<file path="config.mk">
export PLATFORM = sky130hd
export DESIGN_NAME = instruction_fetch_unit_flat
export DESIGN_NICKNAME = d
export VERILOG_FILES = /design/src/rtl/instruction_fetch_unit_if.sv /design/src/rtl/instruction_fetch_unit.sv /design/src/flat_wrapper.sv
export SDC_FILE = /design/constraint.sdc
export NUM_CORES = 1
export LEC_CHECK = 0
export BUFFER_PORTS_ARGS = -buffer_cell sky130_fd_sc_hd__buf_4
export CORE_MARGIN = 2
export CORE_UTILIZATION = 50
export DETAILED_ROUTE_END_ITERATION = 16
export GPL_TIMING_DRIVEN = 0
export MAX_ROUTING_LAYER = met4
export PLACE_DENSITY = 0.74
export REMOVE_ABC_BUFFERS = 1
export SLEW_MARGIN = 15
export SYNTH_ARGS = -nofsm -noshare
export SYNTH_HDL_FRONTEND = slang
export SYNTH_SLANG_ARGS = --single-unit
</file>
<file path="constraint.sdc">
create_clock -name clk -period 8.3 [get_ports clk]
set_input_delay 0.83 -clock clk [delete_from_list [all_inputs] [get_ports clk]]
set_output_delay 0.83 -clock clk [all_outputs]
set_load 0.05 [all_outputs]
</file>
<file path="src/rtl/instruction_fetch_unit_if.sv">
// Fetch unit bus bundle: instruction memory port, redirect, decode handshake
// and the push counter.
//   master : fetch unit side (drives imem_pc, id_*, fetch_count)
//   slave  : environment side (drives fetch_en, imem_instr, redirect_*, id_ready)
interface instruction_fetch_unit_if;
  logic        fetch_en;
  logic [63:0] imem_pc;
  logic [31:0] imem_instr;
  logic        redirect_valid;
  logic [63:0] redirect_pc;
  logic        id_valid;
  logic        id_ready;
  logic [31:0] id_instr;
  logic [63:0] id_pc;
  logic [31:0] fetch_count;

  modport master (
    input  fetch_en, imem_instr, redirect_valid, redirect_pc, id_ready,
    output imem_pc, id_valid, id_instr, id_pc, fetch_count
  );

  modport slave (
    output fetch_en, imem_instr, redirect_valid, redirect_pc, id_ready,
    input  imem_pc, id_valid, id_instr, id_pc, fetch_count
  );
endinterface

</file>
<file path="src/rtl/instruction_fetch_unit.sv">
// Instruction fetch unit: a word-aligned PC drives instruction memory, fetched
// {pc, instr} pairs go into a 2-entry buffer that decode drains via a
// valid/ready handshake. A redirect flushes the buffer and reloads the PC.
// Ports:
//   clk   : clock, rising edge
//   rst_n : asynchronous active-low reset
//   bus   : fetch_en, imem_pc/imem_instr, redirect_valid/redirect_pc,
//           id_valid/id_ready/id_instr/id_pc, fetch_count
module instruction_fetch_unit #(
  parameter logic [63:0] RESET_PC = 64'h0000_0000_0000_0000
) (
  input  logic                      clk,
  input  logic                      rst_n,
  instruction_fetch_unit_if.master  bus
);

  localparam int unsigned PC_W    = 64;
  localparam int unsigned INSTR_W = 32;
  localparam int unsigned CNT_W   = 32;
  localparam int unsigned OCC_W   = 2;

  localparam logic [PC_W-1:0] RESET_PC_ALIGNED = {RESET_PC[PC_W-1:2], 2'b00};

  typedef struct packed {
    logic [PC_W-1:0]    pc;
    logic [INSTR_W-1:0] instr;
  } fb_entry_t;

  logic [PC_W-1:0]  pc_q,    pc_d;
  fb_entry_t        head_q,  head_d;
  fb_entry_t        tail_q,  tail_d;
  logic [OCC_W-1:0] occ_q,   occ_d;
  logic             valid_q, valid_d;
  logic [CNT_W-1:0] count_q, count_d;
  logic [CNT_W-1:0] fetch_count_q;

  logic             pop_c;
  logic             push_c;
  logic [OCC_W-1:0] occ_pop_c;
  fb_entry_t        new_entry_c;

  // Handshake qualification; redirect voids both directions.
  assign pop_c       = valid_q & bus.id_ready & ~bus.redirect_valid;
  assign push_c      = bus.fetch_en & ~bus.redirect_valid &
                       ((occ_q != OCC_W'(2)) | pop_c);
  assign occ_pop_c   = occ_q - OCC_W'(pop_c);
  assign new_entry_c = '{pc: pc_q, instr: bus.imem_instr};

  // Next-state: pop shifts tail into head (head cleared when emptying so the
  // decode outputs read zero), then push writes the first free slot.
  always_comb begin
    pc_d    = pc_q;
    head_d  = head_q;
    tail_d  = tail_q;
    occ_d   = occ_q;
    count_d = count_q;
    if (bus.redirect_valid) begin
      pc_d   = {bus.redirect_pc[PC_W-1:2], 2'b00};
      head_d = '0;
      tail_d = '0;
      occ_d  = '0;
    end else begin
      if (pop_c) begin
        head_d = (occ_q == OCC_W'(2)) ? tail_q : '0;
      end
      if (push_c) begin
        if (occ_pop_c == '0) head_d = new_entry_c;
        else                 tail_d = new_entry_c;
        pc_d    = pc_q + PC_W'(4);
        count_d = count_q + CNT_W'(1);
      end
      occ_d = occ_pop_c + OCC_W'(push_c);
    end
    valid_d = (occ_d != '0);
  end

  // State registers.
  always_ff @(posedge clk or negedge rst_n) begin
    if (!rst_n) begin
      pc_q    <= RESET_PC_ALIGNED;
      head_q  <= '0;
      tail_q  <= '0;
      occ_q   <= '0;
      valid_q <= 1'b0;
      count_q <= '0;
    end else begin
      pc_q    <= pc_d;
      head_q  <= head_d;
      tail_q  <= tail_d;
      occ_q   <= occ_d;
      valid_q <= valid_d;
      count_q <= count_d;
    end
  end

  assign fetch_count_q   = count_q;
  assign bus.imem_pc     = pc_q;
  assign bus.id_valid    = valid_q;
  assign bus.id_instr    = head_q.instr;
  assign bus.id_pc       = head_q.pc;
  assign bus.fetch_count = fetch_count_q;

endmodule
</file>
<file path="src/flat_wrapper.sv">
// flat-port wrapper written by rule: the top's interface ports become plain ports
module instruction_fetch_unit_flat 
#(
  parameter logic [63:0] RESET_PC = 64'h0000_0000_0000_0000
)
  (clk, rst_n, bus_fetch_en, bus_imem_instr, bus_redirect_valid, bus_redirect_pc, bus_id_ready, bus_imem_pc, bus_id_valid, bus_id_instr, bus_id_pc, bus_fetch_count);
  instruction_fetch_unit_if bus_i ();
  input  logic clk;
  input  logic rst_n;
  input wire logic [$bits(bus_i.fetch_en)-1:0] bus_fetch_en;
  input wire logic [$bits(bus_i.imem_instr)-1:0] bus_imem_instr;
  input wire logic [$bits(bus_i.redirect_valid)-1:0] bus_redirect_valid;
  input wire logic [$bits(bus_i.redirect_pc)-1:0] bus_redirect_pc;
  input wire logic [$bits(bus_i.id_ready)-1:0] bus_id_ready;
  output wire logic [$bits(bus_i.imem_pc)-1:0] bus_imem_pc;
  output wire logic [$bits(bus_i.id_valid)-1:0] bus_id_valid;
  output wire logic [$bits(bus_i.id_instr)-1:0] bus_id_instr;
  output wire logic [$bits(bus_i.id_pc)-1:0] bus_id_pc;
  output wire logic [$bits(bus_i.fetch_count)-1:0] bus_fetch_count;
  assign bus_i.fetch_en = bus_fetch_en;
  assign bus_i.imem_instr = bus_imem_instr;
  assign bus_i.redirect_valid = bus_redirect_valid;
  assign bus_i.redirect_pc = bus_redirect_pc;
  assign bus_i.id_ready = bus_id_ready;
  assign bus_imem_pc = bus_i.imem_pc;
  assign bus_id_valid = bus_i.id_valid;
  assign bus_id_instr = bus_i.id_instr;
  assign bus_id_pc = bus_i.id_pc;
  assign bus_fetch_count = bus_i.fetch_count;
  instruction_fetch_unit #(.RESET_PC(RESET_PC)) u_core (.clk(clk), .rst_n(rst_n), .bus(bus_i));
endmodule
</file>
==> results.yml, run 1 <==
outcome:
  outcome: "complete, no violations"
critical_path:
  r2r_cells: 9
  ff2ff_setup_slack_ns: 4.19
  critPathKind: "in2reg"
  crit_fanout: 77
  path_delay_family: "simple AND/OR/NAND/NOR gates"
  critPathMaxStageDelay_ns: 0.84
  crit_slowest_cell: "and3_4"
  r2r_start: "u_core.bus.id_valid"
  worst_ep_arrival_time_ns: 5.15
  path_cells: "buf_8 > inv_6 > nand2_4 > clkinv_1 > ha_1 > xnor2_1 > and3_4 > buf_12 > a221oi_1 > nor3_1"
  worstReg2RegEnd: "u_core.bus.id_instr[13]"
  startpoint: "bus_redirect_valid"
  crit_buf_inv: 4
  critical_path.endpoint: "u_core.bus.id_instr[13]"
  endpoint_kind: "flop"
  worstPathRequired_ns: 8.71
  start_kind: "input port"
  cp.depth: 10
grt:
  grt_max_degree: 117
  grt_pass1_wl_um: 66000
  grtUsageTotal_pct: 29.8
  grt_overflow_total: 0
  grt_pass1_vias: 12100
  antenna_found_initial: 1
cts:
  insertion_delay_ns: 0.51
  numCtsBuffers: 34
  cts_tree: "built"
  cts.sinks: 288
  clock_path_buffers: 3
  clkSlewWorstSetupHoldPaths_ns: 0.06
  root_buffer: "clkbuf_16"
  cts_hold_buf: 0
  htree_levels: 2
  cts_setup_buffers: 0
  cts_repair_resize_count: 0
final_layout:
  nets: 1790
  synthToLayoutAreaGrowth_pct: 27.8
  drive_gt1_share_pct: 22.9
  stdcell_area_um2: 17300
place:
  hpwl_um: 27100
  routabilityCongestion: 0.843
  placed_area_um2: 16200
  io_buffers: 289
yosys:
  synthDistinctLibCells: 55
  yosys_warnings: 0
  synth-async-reset-ratio_pct: 100
  netlist_instances: 1456
  synth_ff_type: "dfrtp_1"
  netlist_area_um2: 13500
  synth-edff-count: 0
  syn_avg_cell_area_um2: 9.30
  ys_seq_area_share_pct: 53.2
  synth_seq_cells: 288
timing:
  drv_slew: 0
  grt_setup_unrepaired: "no"
  fmax_mhz: 211
  setup_tns_ns: 0
  min_period_ns: 4.74
  worst_slew_pin_slew_ns: 0.923
  setup_viol: 0
  finClkSkew_ns: 0.0168
  slew_headroom_pct: 38.5
  hold_viol_final: 0
  post-route-period-util_pct: 57.1
power_and_ir_drop:
  p_leak_nw: 7.69
  p_per_area_nw_per_um2: 268
  ir_worst_vdd_mv: 0.176
  p_total_w: 0.00464
die:
  rows: 60
  die_area_um2: 28400
  initial_core_util_pct: 50.6
  core_area_um2: 26800
  die_h_um: 169
  ios: 294
  die_x_um: 169
drt:
  via_count: 12400
  antenna_left: 0
  dr.pass1.iters: 6
  routed_via_density: 6.06
  wire_per_inst_um: 20.4
  drc: 0
  first_iter_violations: 1223
  wirelength_um: 41700
flow_run:
  maxCapViolations: 0
worst_hold_path:
  hp-class: "in2async"
[cell usage in the layout (no fill, tap or decap), drive strengths merged, types with 9 or more instances in the layout]
cell    count
nor4       14
and3       13
nand2     270
clkbuf     41
nor3       99
dfrtp     288
a221oi     87
inv        22
a31oi      17
nand4      42
a211oi     11
buf       307
nand3      55
nor2      131
xnor2      38
o31ai       9
o21ai     126
or4        17
xor2       20
[synth_stat cells (6+ instances only)]
library cell	n	area (um2)
o21ai_1	6	30.0
o31ai_1	9	67.6
o211ai_1	7	52.6
and3_1	12	75.1
o21ai_0	120	601
a22oi_1	7	52.6
nor2_1	130	488
dfrtp_1	288	7210
nand4_1	36	225
a221oi_1	87	762
xnor2_1	38	333
and4_1	6	52.6
a31oi_1	17	106
mux2i_1	6	60.1
xor2_1	20	175
clkbuf_1	97	364
nor3_1	99	495
a311oi_1	7	61.3
a211oi_1	11	82.6
inv_1	20	75.1
buf_2	13	65.1
nand3_1	53	265
nor2b_1	7	43.8
or4_1	17	128
nor4_1	10	62.6
nand2_1	270	1010
[flip-flops by register name, summed over array words and instances, names as in the netlist]
signal,cells
u_core.occ_q,2
u_core.bus.fetch_count,32
u_core.tail_q,95
u_core.bus.id_valid,1
u_core.bus.id_pc,64
u_core.bus.imem_pc,62
u_core.bus.id_instr,32
[power by group]
| group | leakage, nW | switching [W] | internal, W |
|---|---|---|---|
| Combinational | 3.36 | 0.000923 | 0.000435 |
| Sequential | 3.78 | 0.000182 | 0.00161 |
| Clock | 0.543 | 0.000588 | 0.000908 |
[worst register-to-register path, delay by kind of cell, from the launching register on]
family	cells	cell delay, ns
buffers and inverters	2	0.81
DFF	1	0.40
adders and majority gates	1	0.34
AOI/OAI and AO/OA	1	0.14
xor gates and xnor gates	1	0.56
and+or+nand+nor	4	1.78
[layout make-up]
cell class / count / area (um2)
repair buffers: 307 / 2640
clock buffers: 41 / 917
diodes: 1 / 2.50
inverters: 21 / 83.8
flip-flops and latches: 288 / 7210
multi-input cells: 1033 / 5860
well taps: 341 / 427
clock inverters: 12 / 179
fillers: 2241 / 9480
[kinds of logic after synthesis]
| group | share of synthesized area [%] |
|---|---|
| AND/OR/NAND/NOR | 23.3 |
| AO/OA/AOI/OAI | 14.6 |
| other | 0.0277 |
| buffers and inverters | 3.94 |
| flip-flops | 53.2 |
| adder cells (fa/ha/maj) | 0.369 |
| XOR/XNOR | 3.75 |
| multiplexers | 0.776 |
[routing by layer]
metal	track usage, %	share of wire [%]
met3	5.80	7.5
met5	-	0
met1	41.1	43
met4	9.11	2.3
met2	45.0	47
[how the worst min path moves through the flow]
stage                               start                    endpoint  slack (ns)  cells after the start
3_5_place_dp   u_core.bus.fetch_count[31]  u_core.bus.fetch_count[31]        0.47                      1
6_report                            rst_n     u_core.bus.id_instr[11]        0.26                      1
5_1_grt                             rst_n     u_core.bus.id_instr[11]        0.30                      1
3_3_place_gp   u_core.bus.fetch_count[31]  u_core.bus.fetch_count[31]        0.46                      1
2_1_floorplan           u_core.tail_q[31]           u_core.tail_q[31]        0.49                      2
4_1_cts                             rst_n     u_core.bus.id_instr[11]        0.28                      1
[metrics by stage]
stage | hold slack, ns | std cells | utilization (%) | worst slack, ns
after floorplan | 0.486 | 1342 | - | -3.84
after global placement | 0.460 | 1972 | 58.6 | -14.09
after detailed placement | 0.474 | 1990 | 60.5 | 3.08
after CTS | 0.284 | 2043 | 64.6 | 3.62
after global routing | 0.297 | 2044 | 64.6 | 3.36
final | 0.261 | 2044 | 64.6 | 3.56
(Power assumes the default switching activity.)
==> run 2, diff against run 1 <==
- ABC_AREA: default -> 1
- PLACE_DENSITY: 0.74 -> 0.73
- clock period: 8.3 -> 4.7 ns (I/O delays scaled with it)
==> run 2 against run 1 <==
Synthesized cell count grew 32%. First-iteration DRC count grew 4.2%. Core utilization shrank 0.83 points. Clock power grew 81%. Power grew 89%. Register-to-register slack lost 3.3 ns. Worst setup slack lost 2.8 ns. Via count grew 16%. Clock skew grew 0.0099 ns. Critical path type unchanged. Critical endpoint is now u_core.tail_q[95].
==> results.yml, run 2 <==
drt:
  routed_via_density: 5.55
  via_count: 14300
  wirelength_um: 48300
  dr.pass1.iters: 5
  drc: 0
  wire_per_inst_um: 18.7
  antenna_left: 0
  first_iter_violations: 1274
die:
  die_area_um2: 31700
  initial_core_util_pct: 50.9
  ios: 294
  rows: 63
  die_x_um: 178
  die_h_um: 178
  core_area_um2: 29700
power_and_ir_drop:
  p_total_w: 0.00879
  p_per_area_nw_per_um2: 464
  ir_worst_vdd_mv: 0.424
  p_leak_nw: 8.80
cts:
  numCtsBuffers: 34
  cts_tree: "built"
  cts_setup_buffers: 0
  cts.sinks: 288
  insertion_delay_ns: 0.53
  htree_levels: 2
  clkSlewWorstSetupHoldPaths_ns: 0.06
  root_buffer: "clkbuf_16"
  clock_path_buffers: 3
final_layout:
  n_fill_cell: 2573
  synthToLayoutAreaGrowth_pct: 25.2
  final_common_cell: "nand2_1"
  drive_gt1_share_pct: 19.4
  largest_reg_flops: 95
  regArea_um2: 7210
  final_cell_mix: "356 x nand2_1, 288 x dfrtp_1, 287 x buf_4"
  top_register: "u_core.tail_q"
  fin_cells: 2581
  multiInputGateArea_um2: 6580
  nets: 2269
grt:
  grtUsageTotal_pct: 31.5
  grt_overflow_total: 0
  grt_pass1_vias: 14100
  antenna_found_initial: 2
  grt_max_degree: 97
  grt_pass1_wl_um: 76600
yosys:
  synth-edff-count: 0
  synth_ff_type: "dfrtp_1"
  synthDistinctLibCells: 38
  netlist_instances: 1927
  synth-async-reset-ratio_pct: 100
  synth_top_cells_by_count: "358 x nand2_1, 288 x dfrtp_1, 265 x o21ai_0, 244 x inv_1, 202 x nor2_1"
  synth_area_leaders: "dfrtp_1 48%, nand2_1 8.9%, o21ai_0 8.8%"
  ys_seq_area_share_pct: 47.6
  synth_top_area_cell: "dfrtp_1"
  yosysTopAreaCellShare_pct: 47.6
  syn_avg_cell_area_um2: 7.86
  synth_seq_cells: 288
  synth.most_common_cell: "nand2_1"
  yosys_warnings: 0
  netlist_area_um2: 15100
timing:
  fmax_mhz: 254
  post-route-period-util_pct: 83.6
  grt_setup_unrepaired: "no"
  drv_slew: 0
  worst_slew_pin_slew_ns: 0.834
  slew_headroom_pct: 44.2
  finClkSkew_ns: 0.0267
  min_period_ns: 3.93
  hold_viol_final: 0
  setup_viol: 0
critical_path:
  crit_fanout: 96
  crit_slowest_cell: "nand2_4"
  start_kind: "input port"
  worstPathRequired_ns: 5.07
  r2r_cells: 11
  worst_ep_arrival_time_ns: 4.30
  endpoint_kind: "flop"
  critPathKind: "in2reg"
  path_cells: "buf_6 > buf_16 > nor2_4 > buf_12 > ha_1 > xnor2_1 > nand2_2 > nand2_4 > buf_12 > nand2_8 > nand2_1 > o21ai_1"
  critPathMaxStageDelay_ns: 0.54
  crit_top_cell: "buf_12"
place:
  routabilityCongestion: 0.892
  hpwl_um: 33100
  dp.cells: 2517
  io_buffers: 289
flow_run:
  maxCapViolations: 0
outcome:
  outcome: "complete, no violations"
worst_hold_path:
  holdPathStages: 3
  hp-class: "in2reg"
[run 2: critical path, delay by kind of cell]
kind	cells	cell delay (ns)
adder cells (fa/ha/maj)	1	0.21
buffers and inverters	4	1.29
AO/OA/AOI/OAI	1	0.10
AND/OR/NAND/NOR	5	1.87
XOR/XNOR	1	0.22
[run 2: cell type report]
cell class,count,share of cell area [%]
flip-flops and latches,288,38.0
multi-input cells,1285,34.7
clock inverters,14,0.885
inverters,249,4.98
repair buffers,306,13.6
diodes,2,0.0264
clock buffers,47,5.18
well taps,390,2.57
[run 2: power breakdown]
| group | internal [W] | total [W] | switching, W |
|---|---|---|---|
| registers | 0.00286 | 0.00319 | 0.000329 |
| logic | 0.000846 | 0.00289 | 0.00204 |
| clock network | 0.00164 | 0.00271 | 0.00108 |
| total | 0.00534 | 0.00879 | 0.00345 |
[run 2: what timing repair did]
action,in CTS,in global routing
endpoints found under the setup margin,0,0
endpoints found under the hold margin,72,0
hold buffers,1,0
resized for setup,0,0
[run 2: kinds of logic after synthesis]
group | Yosys count | synth area share, %
simple gates | 736 | 20.1
flops | 288 | 47.6
xor+xnor | 45 | 2.60
compound gates | 498 | 20.1
fa+ha+maj | 4 | 0.331
other cells | 1 | 0.0248
buf+inv | 355 | 9.24
[run 2: metrics by stage]
step / cell area, um2 / setup WS (ns) / util (%) / hold slack [ns] / TNS, ns
6_report: 19000 / 0.769 / 63.8 / 0.155 / 0
5_1_grt: 19000 / 0.495 / 63.8 / 0.161 / 0
4_1_cts: 18900 / 0.782 / 63.8 / 0.143 / 0
3_5_place_dp: 17800 / 0.264 / 59.9 / 0.481 / 0
3_3_place_gp: 17300 / -9.43 / 58.3 / 0.472 / -1789.44
2_1_floorplan: 14700 / -3.47 / - / 0.174 / -628.30
[run 2: path summary, 6_finish.rpt]
path	startpoint	end	slack [ns]
max in group asynchronous	rst_n	u_core.bus.id_pc[41]	3.02
hold / removal	bus_redirect_pc[51]	u_core.bus.imem_pc[51]	0.15
setup / recovery	bus_redirect_valid	u_core.tail_q[95]	0.77
min in group asynchronous	rst_n	u_core.bus.id_instr[26]	0.51
setup reg to reg	u_core.bus.id_valid	u_core.tail_q[95]	0.92
hold reg to reg	u_core.tail_q[33]	u_core.tail_q[33]	0.50
[run 2: layer usage]
| metal | wire, um | track usage [%] |
|---|---|---|
| met5 | 0 | - |
| met4 | 1110 | 8.95 |
| met3 | 3630 | 5.22 |
| met2 | 22400 | 49.4 |
| met1 | 21200 | 42.6 |
